**src/rtl/sha256_iter_core.sv**
```systemverilog
// Iterative SHA-256/SHA-224 compression engine computing RPC rounds per clock.
// Define SHA256_ZEROIZE_EN to add the 'zeroize' port that clears all hash state.
module sha256_iter_core #(
   parameter int RPC         = 1,
   parameter bit SUPPORT_224 = 1'b1
) (
   input  logic         clk,
   input  logic         rst_n,
`ifdef SHA256_ZEROIZE_EN
   input  logic         zeroize,
`endif
   input  logic         msg_valid,
   output logic         msg_ready,
   input  logic [511:0] msg,
   input  logic         msg_first,
   input  logic         mode_224,
   input  logic         load_hash,
   input  logic [255:0] hash_in,
   output logic         hash_valid,
   output logic [255:0] hash_out,
   output logic         busy
);

   generate
      if (RPC != 1 && RPC != 2 && RPC != 4 && RPC != 8) begin : g_bad_rpc
         $error("sha256_iter_core: RPC must be 1, 2, 4 or 8");
      end
   endgenerate

   localparam logic [255:0] IV256 =
      256'h6a09e667_bb67ae85_3c6ef372_a54ff53a_510e527f_9b05688c_1f83d9ab_5be0cd19;
   localparam logic [255:0] IV224 =
      256'hc1059ed8_367cd507_3070dd17_f70e5939_ffc00b31_68581511_64f98fa7_befa4fa4;

   localparam logic [31:0] K [64] = '{
      32'h428a2f98, 32'h71374491, 32'hb5c0fbcf, 32'he9b5dba5, 32'h3956c25b, 32'h59f111f1, 32'h923f82a4, 32'hab1c5ed5,
      32'hd807aa98, 32'h12835b01, 32'h243185be, 32'h550c7dc3, 32'h72be5d74, 32'h80deb1fe, 32'h9bdc06a7, 32'hc19bf174,
      32'he49b69c1, 32'hefbe4786, 32'h0fc19dc6, 32'h240ca1cc, 32'h2de92c6f, 32'h4a7484aa, 32'h5cb0a9dc, 32'h76f988da,
      32'h983e5152, 32'ha831c66d, 32'hb00327c8, 32'hbf597fc7, 32'hc6e00bf3, 32'hd5a79147, 32'h06ca6351, 32'h14292967,
      32'h27b70a85, 32'h2e1b2138, 32'h4d2c6dfc, 32'h53380d13, 32'h650a7354, 32'h766a0abb, 32'h81c2c92e, 32'h92722c85,
      32'ha2bfe8a1, 32'ha81a664b, 32'hc24b8b70, 32'hc76c51a3, 32'hd192e819, 32'hd6990624, 32'hf40e3585, 32'h106aa070,
      32'h19a4c116, 32'h1e376c08, 32'h2748774c, 32'h34b0bcb5, 32'h391c0cb3, 32'h4ed8aa4a, 32'h5b9cca4f, 32'h682e6ff3,
      32'h748f82ee, 32'h78a5636f, 32'h84c87814, 32'h8cc70208, 32'h90befffa, 32'ha4506ceb, 32'hbef9a3f7, 32'hc67178f2
   };

   typedef enum logic [1:0] {IDLE, ROUND, FINAL} state_t;

   state_t      state, state_nxt;
   logic [31:0] h_reg [8];
   logic [31:0] v_reg [8];
   logic [31:0] w_win [16];
   logic [5:0]  cnt;
   logic        mode_q;
   logic        ready_en;
   logic        zero_req;
   logic        accept;
   logic        do_load;
   logic        last_step;
   logic [255:0] iv_sel;

   logic [31:0] ext [16+RPC];
   logic [31:0] rv  [RPC+1][8];
   logic [31:0] t1  [RPC];
   logic [31:0] t2  [RPC];

   function automatic logic [31:0] rotr(input logic [31:0] x, input int n);
      return (x >> n) | (x << (32 - n));
   endfunction

   function automatic logic [31:0] bsig0(input logic [31:0] x);
      return rotr(x, 2) ^ rotr(x, 13) ^ rotr(x, 22);
   endfunction

   function automatic logic [31:0] bsig1(input logic [31:0] x);
      return rotr(x, 6) ^ rotr(x, 11) ^ rotr(x, 25);
   endfunction

   function automatic logic [31:0] ssig0(input logic [31:0] x);
      return rotr(x, 7) ^ rotr(x, 18) ^ (x >> 3);
   endfunction

   function automatic logic [31:0] ssig1(input logic [31:0] x);
      return rotr(x, 17) ^ rotr(x, 19) ^ (x >> 10);
   endfunction

`ifdef SHA256_ZEROIZE_EN
   assign zero_req = zeroize;
`else
   assign zero_req = 1'b0;
`endif

   // A pending load_hash or zeroize steals the IDLE cycle, so the block waits.
   assign msg_ready = ready_en & (state == IDLE) & ~load_hash & ~zero_req;
   assign accept    = msg_valid & msg_ready;
   assign do_load   = load_hash & (state == IDLE) & ~zero_req;
   assign busy      = (state == ROUND) | (state == FINAL);
   assign last_step = ({1'b0, cnt} + 7'(RPC)) == 7'd64;
   assign iv_sel    = (mode_224 & SUPPORT_224) ? IV224 : IV256;
   assign hash_out  = {h_reg[0], h_reg[1], h_reg[2], h_reg[3],
                       h_reg[4], h_reg[5], h_reg[6], mode_q ? 32'h0 : h_reg[7]};

   // Unrolled round chain: ext[] extends the window by RPC schedule words.
   always_comb begin
      for (int j = 0; j < 16; j++) ext[j] = w_win[j];
      for (int k = 0; k < RPC; k++)
         ext[16+k] = ssig1(ext[14+k]) + ext[9+k] + ssig0(ext[1+k]) + ext[k];
      for (int j = 0; j < 8; j++) rv[0][j] = v_reg[j];
      for (int i = 0; i < RPC; i++) begin
         t1[i] = rv[i][7] + bsig1(rv[i][4])
               + ((rv[i][4] & rv[i][5]) ^ (~rv[i][4] & rv[i][6]))
               + K[cnt + 6'(i)] + ext[i];
         t2[i] = bsig0(rv[i][0])
               + ((rv[i][0] & rv[i][1]) ^ (rv[i][0] & rv[i][2]) ^ (rv[i][1] & rv[i][2]));
         rv[i+1][0] = t1[i] + t2[i];
         rv[i+1][1] = rv[i][0];
         rv[i+1][2] = rv[i][1];
         rv[i+1][3] = rv[i][2];
         rv[i+1][4] = rv[i][3] + t1[i];
         rv[i+1][5] = rv[i][4];
         rv[i+1][6] = rv[i][5];
         rv[i+1][7] = rv[i][6];
      end
   end

   always_ff @(posedge clk or negedge rst_n) begin
      if (!rst_n) state <= IDLE;
      else        state <= state_nxt;
   end

   always_comb begin
      state_nxt = state;
      case (state)
         IDLE:    if (accept) state_nxt = ROUND;
         ROUND:   if (last_step) state_nxt = FINAL;
         FINAL:   state_nxt = IDLE;
         default: state_nxt = IDLE;
      endcase
      if (zero_req) state_nxt = IDLE;
   end

   // Datapath registers; zeroize outranks load, which outranks a new block.
   always_ff @(posedge clk or negedge rst_n) begin
      if (!rst_n) begin
         for (int i = 0; i < 8; i++) begin
            h_reg[i] <= '0;
            v_reg[i] <= '0;
         end
         for (int j = 0; j < 16; j++) w_win[j] <= '0;
         cnt        <= '0;
         mode_q     <= 1'b0;
         ready_en   <= 1'b0;
         hash_valid <= 1'b0;
      end else begin
         ready_en   <= 1'b1;
         hash_valid <= (state == FINAL) & ~zero_req;
         if (zero_req) begin
            for (int i = 0; i < 8; i++) begin
               h_reg[i] <= '0;
               v_reg[i] <= '0;
            end
            for (int j = 0; j < 16; j++) w_win[j] <= '0;
            cnt    <= '0;
            mode_q <= 1'b0;
         end else if (do_load) begin
            for (int i = 0; i < 8; i++) h_reg[i] <= hash_in[255-32*i -: 32];
         end else if (accept) begin
            for (int j = 0; j < 16; j++) w_win[j] <= msg[511-32*j -: 32];
            if (msg_first) begin
               for (int i = 0; i < 8; i++) begin
                  h_reg[i] <= iv_sel[255-32*i -: 32];
                  v_reg[i] <= iv_sel[255-32*i -: 32];
               end
               mode_q <= mode_224 & SUPPORT_224;
            end else begin
               for (int i = 0; i < 8; i++) v_reg[i] <= h_reg[i];
            end
            cnt <= '0;
         end else if (state == ROUND) begin
            for (int i = 0; i < 8; i++) v_reg[i] <= rv[RPC][i];
            for (int j = 0; j < 16; j++) w_win[j] <= ext[RPC+j];
            cnt <= cnt + 6'(RPC);
         end else if (state == FINAL) begin
            for (int i = 0; i < 8; i++) h_reg[i] <= h_reg[i] + v_reg[i];
         end
      end
   end

endmodule

```
**config.mk**
```make
export PLATFORM = sky130hd
export DESIGN_NAME = sha256_iter_core
export DESIGN_NICKNAME = d
export VERILOG_FILES = /design/src/rtl/sha256_iter_core.sv
export SDC_FILE = /design/constraint.sdc
export NUM_CORES = 2
export LEC_CHECK = 0
export ABC_AREA = 0
export ABC_CLOCK_PERIOD_IN_PS = 10750
export CORE_MARGIN = 4
export CORE_UTILIZATION = 28
export CTS_CLUSTER_SIZE = 40
export DETAILED_ROUTE_END_ITERATION = 12
export PLACE_DENSITY = 0.47
export SLEW_MARGIN = 20
export SYNTH_ARGS = -nofsm -noshare
export SYNTH_HDL_FRONTEND = slang
export SYNTH_SLANG_ARGS = --single-unit
```
**constraint.sdc**
```tcl
create_clock -name clk -period 10.75 [get_ports clk]
set_input_delay 1.075 -clock clk [delete_from_list [all_inputs] [get_ports clk]]
set_output_delay 1.075 -clock clk [all_outputs]
set_load 0.05 [all_outputs]
```
Yosys cells after proc, flatten, opt, wreduce, memory -nomap -nowiden
Memories as Yosys holds them, arrays and structs flattened.
Cells that the tools add are included.
{"block": "word_totals", "mem_count": 1, "register_bits": 1035, "wordCells": 125, "out_inout_bits": 259, "mem_bits_ro": 2048, "inputBits": 774}
{"memory": "(name not given)", "words": 64, "word_bits": 32, "rd": 1, "rd_clocked_by_memory_dff": 0, "wr": 0, "line_no": "111", "source": "+ K[cnt + 6'(i)] + ext[i];"}
{"block": "classes", "n_lt_le_gt_ge": 1, "n_mux": 18, "eq_ne": 6, "add_sub_neg": 20, "n_reduce_logical": 7, "n_bitwise": 35}
{"cell": "$mux 256", "n": 8}
{"cell": "$mux 512", "n": 2}
{"cell": "$add 32x32->32", "n": 18}
{"cell": "$xor 32x32->32", "n": 9}
{"cell": "$and 32x32->32", "n": 5}
{"cell": "$mux 32", "n": 3}
{"cell": "$not 32->32", "n": 1}
{"cell": "$or 10x32->32", "n": 1}
{"cell": "$or 13x32->32", "n": 1}
{"cell": "$or 14x32->32", "n": 1}
{"cell": "$or 15x32->32", "n": 1}
{"cell": "$or 19x32->32", "n": 1}
{"cell": "$or 21x32->32", "n": 1}
{"cell": "$or 25x32->32", "n": 1}
{"cell": "$or 26x32->32", "n": 1}
{"cell": "$or 30x32->32", "n": 1}
{"cell": "$or 7x32->32", "n": 1}
{"cell": "$xor 32x22->32", "n": 1}
{"cell": "$xor 32x29->32", "n": 1}
{"cell": "$mux 6", "n": 2}
{"cell": "$add 6x1->7 const B", "n": 1}
{"cell": "$eq 7x7->1 const B", "n": 1}
{"cell": "$ge 7x7->1 const B", "n": 1}
{"cell": "$not 6->7", "n": 1}
{"cell": "15 further kinds", "n": 23}

Depth between registers and ports, before layout
{"block": "logic_depth", "word_depth": 10, "depth_mapped": 39, "depth_no_buf": 37}

Worst setup path before layout
OpenSTA, ideal clock, no wires.
{"block": "synth_timing", "path_kind": "flip-flop to flip-flop", "startpoint": "reg cnt[2]", "endpoint": "reg v_reg, in the netlist rv[223]", "path_stages_with_launch": 39, "synth_period_minus_slack_ns": 7.449, "path_buffers": 3, "required_ns": 10.613, "slack_ns": 3.301, "setup_time_ns": 0.137, "arrival_time_ns": 7.312, "cell_sequence": "dfrtp_1 -> clkbuf_1 -> inv_1 -> clkbuf_1 -> clkbuf_1 -> ha_1 -> nand2b_1 -> o21ai_0 -> o21ai_0 -> o21ai_0 -> fa_1 -> inv_1 -> ha_1 -> inv_1 -> fa_1 -> nor2b_4 -> o31a_1 -> nor3_2 -> [3 not listed] -> a21o_1 -> a21o_1 -> xor2_1 -> inv_1 -> fa_1 -> inv_1 -> ha_1 -> nand3_1 -> nor3_1 -> o21ai_0 -> o21ai_0 -> o211ai_1 -> a31oi_1 -> a211o_1 -> a21oi_1 -> xnor2_1 -> xnor2_1 -> a21oi_1"}
{"block": "synth_between", "elab_chain_len": 9}
{"item": "from (decl)", "line_no": "52", "source": "logic [5:0] cnt;"}
{"item": "from (signal assigned)", "line_no": "181", "source": "cnt <= cnt + 6'(RPC);"}
{"item": "$not 6->7 (not written as such)", "line_no": "111"}
{"item": "$mem_v2 64x32"}
{"item": "$mux 32 (not written as such) (2 in a row)", "line_no": "111"}
{"item": "$add 32x32->32 (2 in a row)", "line_no": "111"}
{"item": "$add 32x32->32", "line_no": "114", "source": "rv[i+1][0] = t1[i] + t2[i];"}
{"item": "$mux 256", "line_no": "178", "source": "end else if (state == ROUND) begin"}
{"item": "$mux 256", "line_no": "166", "source": "end else if (accept) begin"}
{"item": "to (signal, indexed assignment)", "line_no": "171", "source": "v_reg[i] <= iv_sel[255-32*i -: 32];"}
{"item": "to (decl)", "line_no": "50", "source": "logic [31:0] v_reg [8];"}
No other way between the ends. The select of a mux whose other input is x is not followed.
A chain may end at the register's enable or synchronous reset.

Worst setup path after layout
{"block": "layout_timing", "startpoint": "reg cnt[2]", "endpoint": "reg v_reg, in the netlist rv[221]"}
Same word-level chain as after synthesis.

==> flow_metrics.tcl <==
set metrics [dict create \
    htreeDepth 4 \
    relSlewSlack_pct 16.0 \
    finalSetupViolations 0 \
    rsz0062_at_grt "no" \
    cp-startpoint "cnt[2]$_DFFE_PN0P_" \
    initial_core_util_pct 28.1 \
    met3_length_mm 31.7 \
    maxCapViolCount 0 \
    worst_pin_slew_ns 1.25 \
    slowest_delay_ns 0.72 \
    avgSynthCellArea_um2 8.02 \
    layout_commonest_cell "nand2_1" \
    die_w_um 535 \
    run_status "completed" \
    clock-skew-final_ns 0.0635 \
    fin_crit_sh_pct 81.4 \
    die_h_um 535 \
    crit_path_start_kind "flop" \
    syn_inst 9682 \
    async_flop_share_pct 100 \
    io_pins 1033 \
    fin_setup_tns_ns 0 \
    max_freq_mhz 114 \
    hold_viol 0 \
    crit_top_cell "inv_1" \
    worst-path-buf-inv 5 \
    syn2layout_area_growth_pct 22.1 \
    syn_nets 11048 \
    wl_mm 450 \
    worst-setup-path-type "reg2reg" \
    cp.required_ns 11.47 \
    grt_antenna_before_repair 65 \
    grt_pass1_wl_mm 616 \
    cts.path.max_buffers 4 \
    cts.sink_count 1035 \
    port_buffers 1032 \
    ys_types 93 \
    post_cts_buffers 0 \
    ys.flop_type "dfrtp_1" \
    cts-root-buf "clkbuf_16" \
    ys_ff_latch 1035 \
    drt_iter0_markers 7390 \
    cp_top_family "compound AO/OA/AOI/OAI gates" \
    synth_warnings 0 \
    cts_tree "yes" \
    die-area_mm2 0.286 \
    min_period_ns 8.75 \
    cp_max_fo 25 \
    dr.pass1.iters 9 \
    cp-end-kind "flop" \
    wl_met2_mm 210 \
    critPathArrivalTime_ns 9.47 \
    min_path_type "in2async" \
    gp_congestion 0.951 \
    cts_hold_buf 0 \
    vias 76727 \
    fillCellCount 29137 \
    path_clk_slew_ns 0.06 \
    synth.cell_area_mm2 0.0777 \
    cp_slowest_cell "dfrtp_2" \
    wire_per_inst_um 32.2 \
    grt_use_total_pct 30.3 \
    r2r-start "cnt[2]$_DFFE_PN0P_" \
    grt_pass1_vias 76234 \
    layout_common_cells "1624 x nand2_1, 1031 x dfrtp_1, 1030 x clkdlybuf4s50_1" \
    drive_above_1_share_pct 4.80 \
    drtAntennaViolNets 0 \
    numCtsBuffers 150 \
    synth-edff-count 0 \
    largest_reg_flops 512 \
    num_rows 193 \
    maxSlewViolCount 0 \
    overflow 0 \
    routed.top_layer "met5" \
    met1_length_mm 173 \
    ys_seq_area_share_pct 33.3 \
    clkLatencyLatePin_ns 0.85 \
    cts_resized 0 \
    viasPerCell 5.49 \
    post-dp-hpwl_mm 353 \
    core-area_mm2 0.276 \
    fin_nets 11489 \
    grt_max_degree 258 \
    drc 0 \
]
## through the flow
step / area (µm²) / hold WS, ns / utilization, % / setup slack, ns / cells
3_3_place_gp: 89900 / 0.463 / 32.5 / 1.74 / 13676
2_1_floorplan: 77700 / 0.446 / - / 3.30 / 9682
4_1_cts: 94700 / 0.219 / 34.3 / 1.76 / 13932
5_1_grt: 94800 / 0.232 / 34.3 / 1.27 / 13942
6_report: 94800 / 0.195 / 34.3 / 2.00 / 13967
3_5_place_dp: 89900 / 0.463 / 32.5 / 1.82 / 13676
## synth_stat cells (all sizes together), types with 12 or more instances
cell type,count,area [µm²]
nor4,12,75.1
dfrtp,1035,25900
a221oi,26,228
a22oi,58,435
nand3,119,596
nor2b,97,622
a21oi,621,3110
fa,195,3900
nor2,911,3420
mux2,32,360
o211ai,91,683
or3,43,269
o22a,19,166
xnor2,334,2930
a211o,14,123
clkbuf,629,2360
buf,266,1840
and2,23,144
or2,15,93.8
o21ai,733,3670
a311oi,16,146
nand2,1626,6100
inv,547,2050
a31oi,563,3530
o31ai,39,322
a221o,61,611
and3,38,238
nor3,89,450
nand2b,58,363
xor2,217,1900
a21o,214,1610
nand4,25,156
mux2i,16,160
ha,397,4970
and4,12,108
o21bai,39,297
a222oi,42,420
o22ai,57,357
a211oi,79,593
o21a,79,593
o221ai,22,193
a21boi,13,97.6
o311ai,18,158
## area by class of cell
class | count | area, µm² | share of cell area [%]
Clock inverter | 38 | 459 | 0.484
Clock buffer | 218 | 4380 | 4.62
Inverter | 552 | 2070 | 2.19
Multi-Input combinational cell | 7200 | 45700 | 48.1
Sequential cell | 1035 | 25900 | 27.3
Timing Repair Buffer | 1184 | 11600 | 12.3
Tap cell | 3705 | 4640 | 4.89
Antenna cell | 35 | 87.6 | 0.0924
## logic make-up (layout without fill, tap and decap cells)
kind of cell	count (synthesis)	count (layout)	share of synthesized area, %
other	1	36	0.00483
adders and majority gates	595	595	11.5
AOI/OAI and AO/OA	2902	2902	23.5
buffers and inverters	1447	1992	8.07
and+or+nand+nor	3096	3096	16.6
DFF	1035	1035	33.3
muxes	55	55	0.873
xor gates and xnor gates	551	551	6.21
## final timing paths
kind | endpoint | slack, ns | cells after the start
min in group clk | ext[45]$_DFFE_PN0P_ | 0.48 | 2
min | rv[137]$_DFFE_PN0P_ | 0.20 | 1
max in group asynchronous | ext[249]$_DFFE_PN0P_ | 7.97 | 3
max reg2reg | rv[221]$_DFFE_PN0P_ | 2.00 | 35
min reg2reg | ext[45]$_DFFE_PN0P_ | 0.48 | 2
max | rv[221]$_DFFE_PN0P_ | 2.00 | 35
## per-layer routing
| layer | global-route usage, % | up-vias |
|---|---|---|
| met1 | 36.0 | 38141 |
| met5 | 0 | - |
| met4 | 19.6 | 42 |
| li1 | - | 34245 |
| met2 | 50.2 | 3456 |
| met3 | 5.84 | 843 |
## worst reg2reg max path: cells and delay by family (launching register included)
| family | cells | cell delay [ns] |
|---|---|---|
| AOI/OAI and AO/OA | 14 | 3.39 |
| xor gates and xnor gates | 2 | 0.35 |
| adders and majority gates | 6 | 2.40 |
| buffers and inverters | 5 | 0.63 |
| DFF | 1 | 0.72 |
| and+or+nand+nor | 8 | 1.16 |
Power is not shown: default switching activity piles up to over one toggle a cycle in this logic, so the estimate is an artifact.
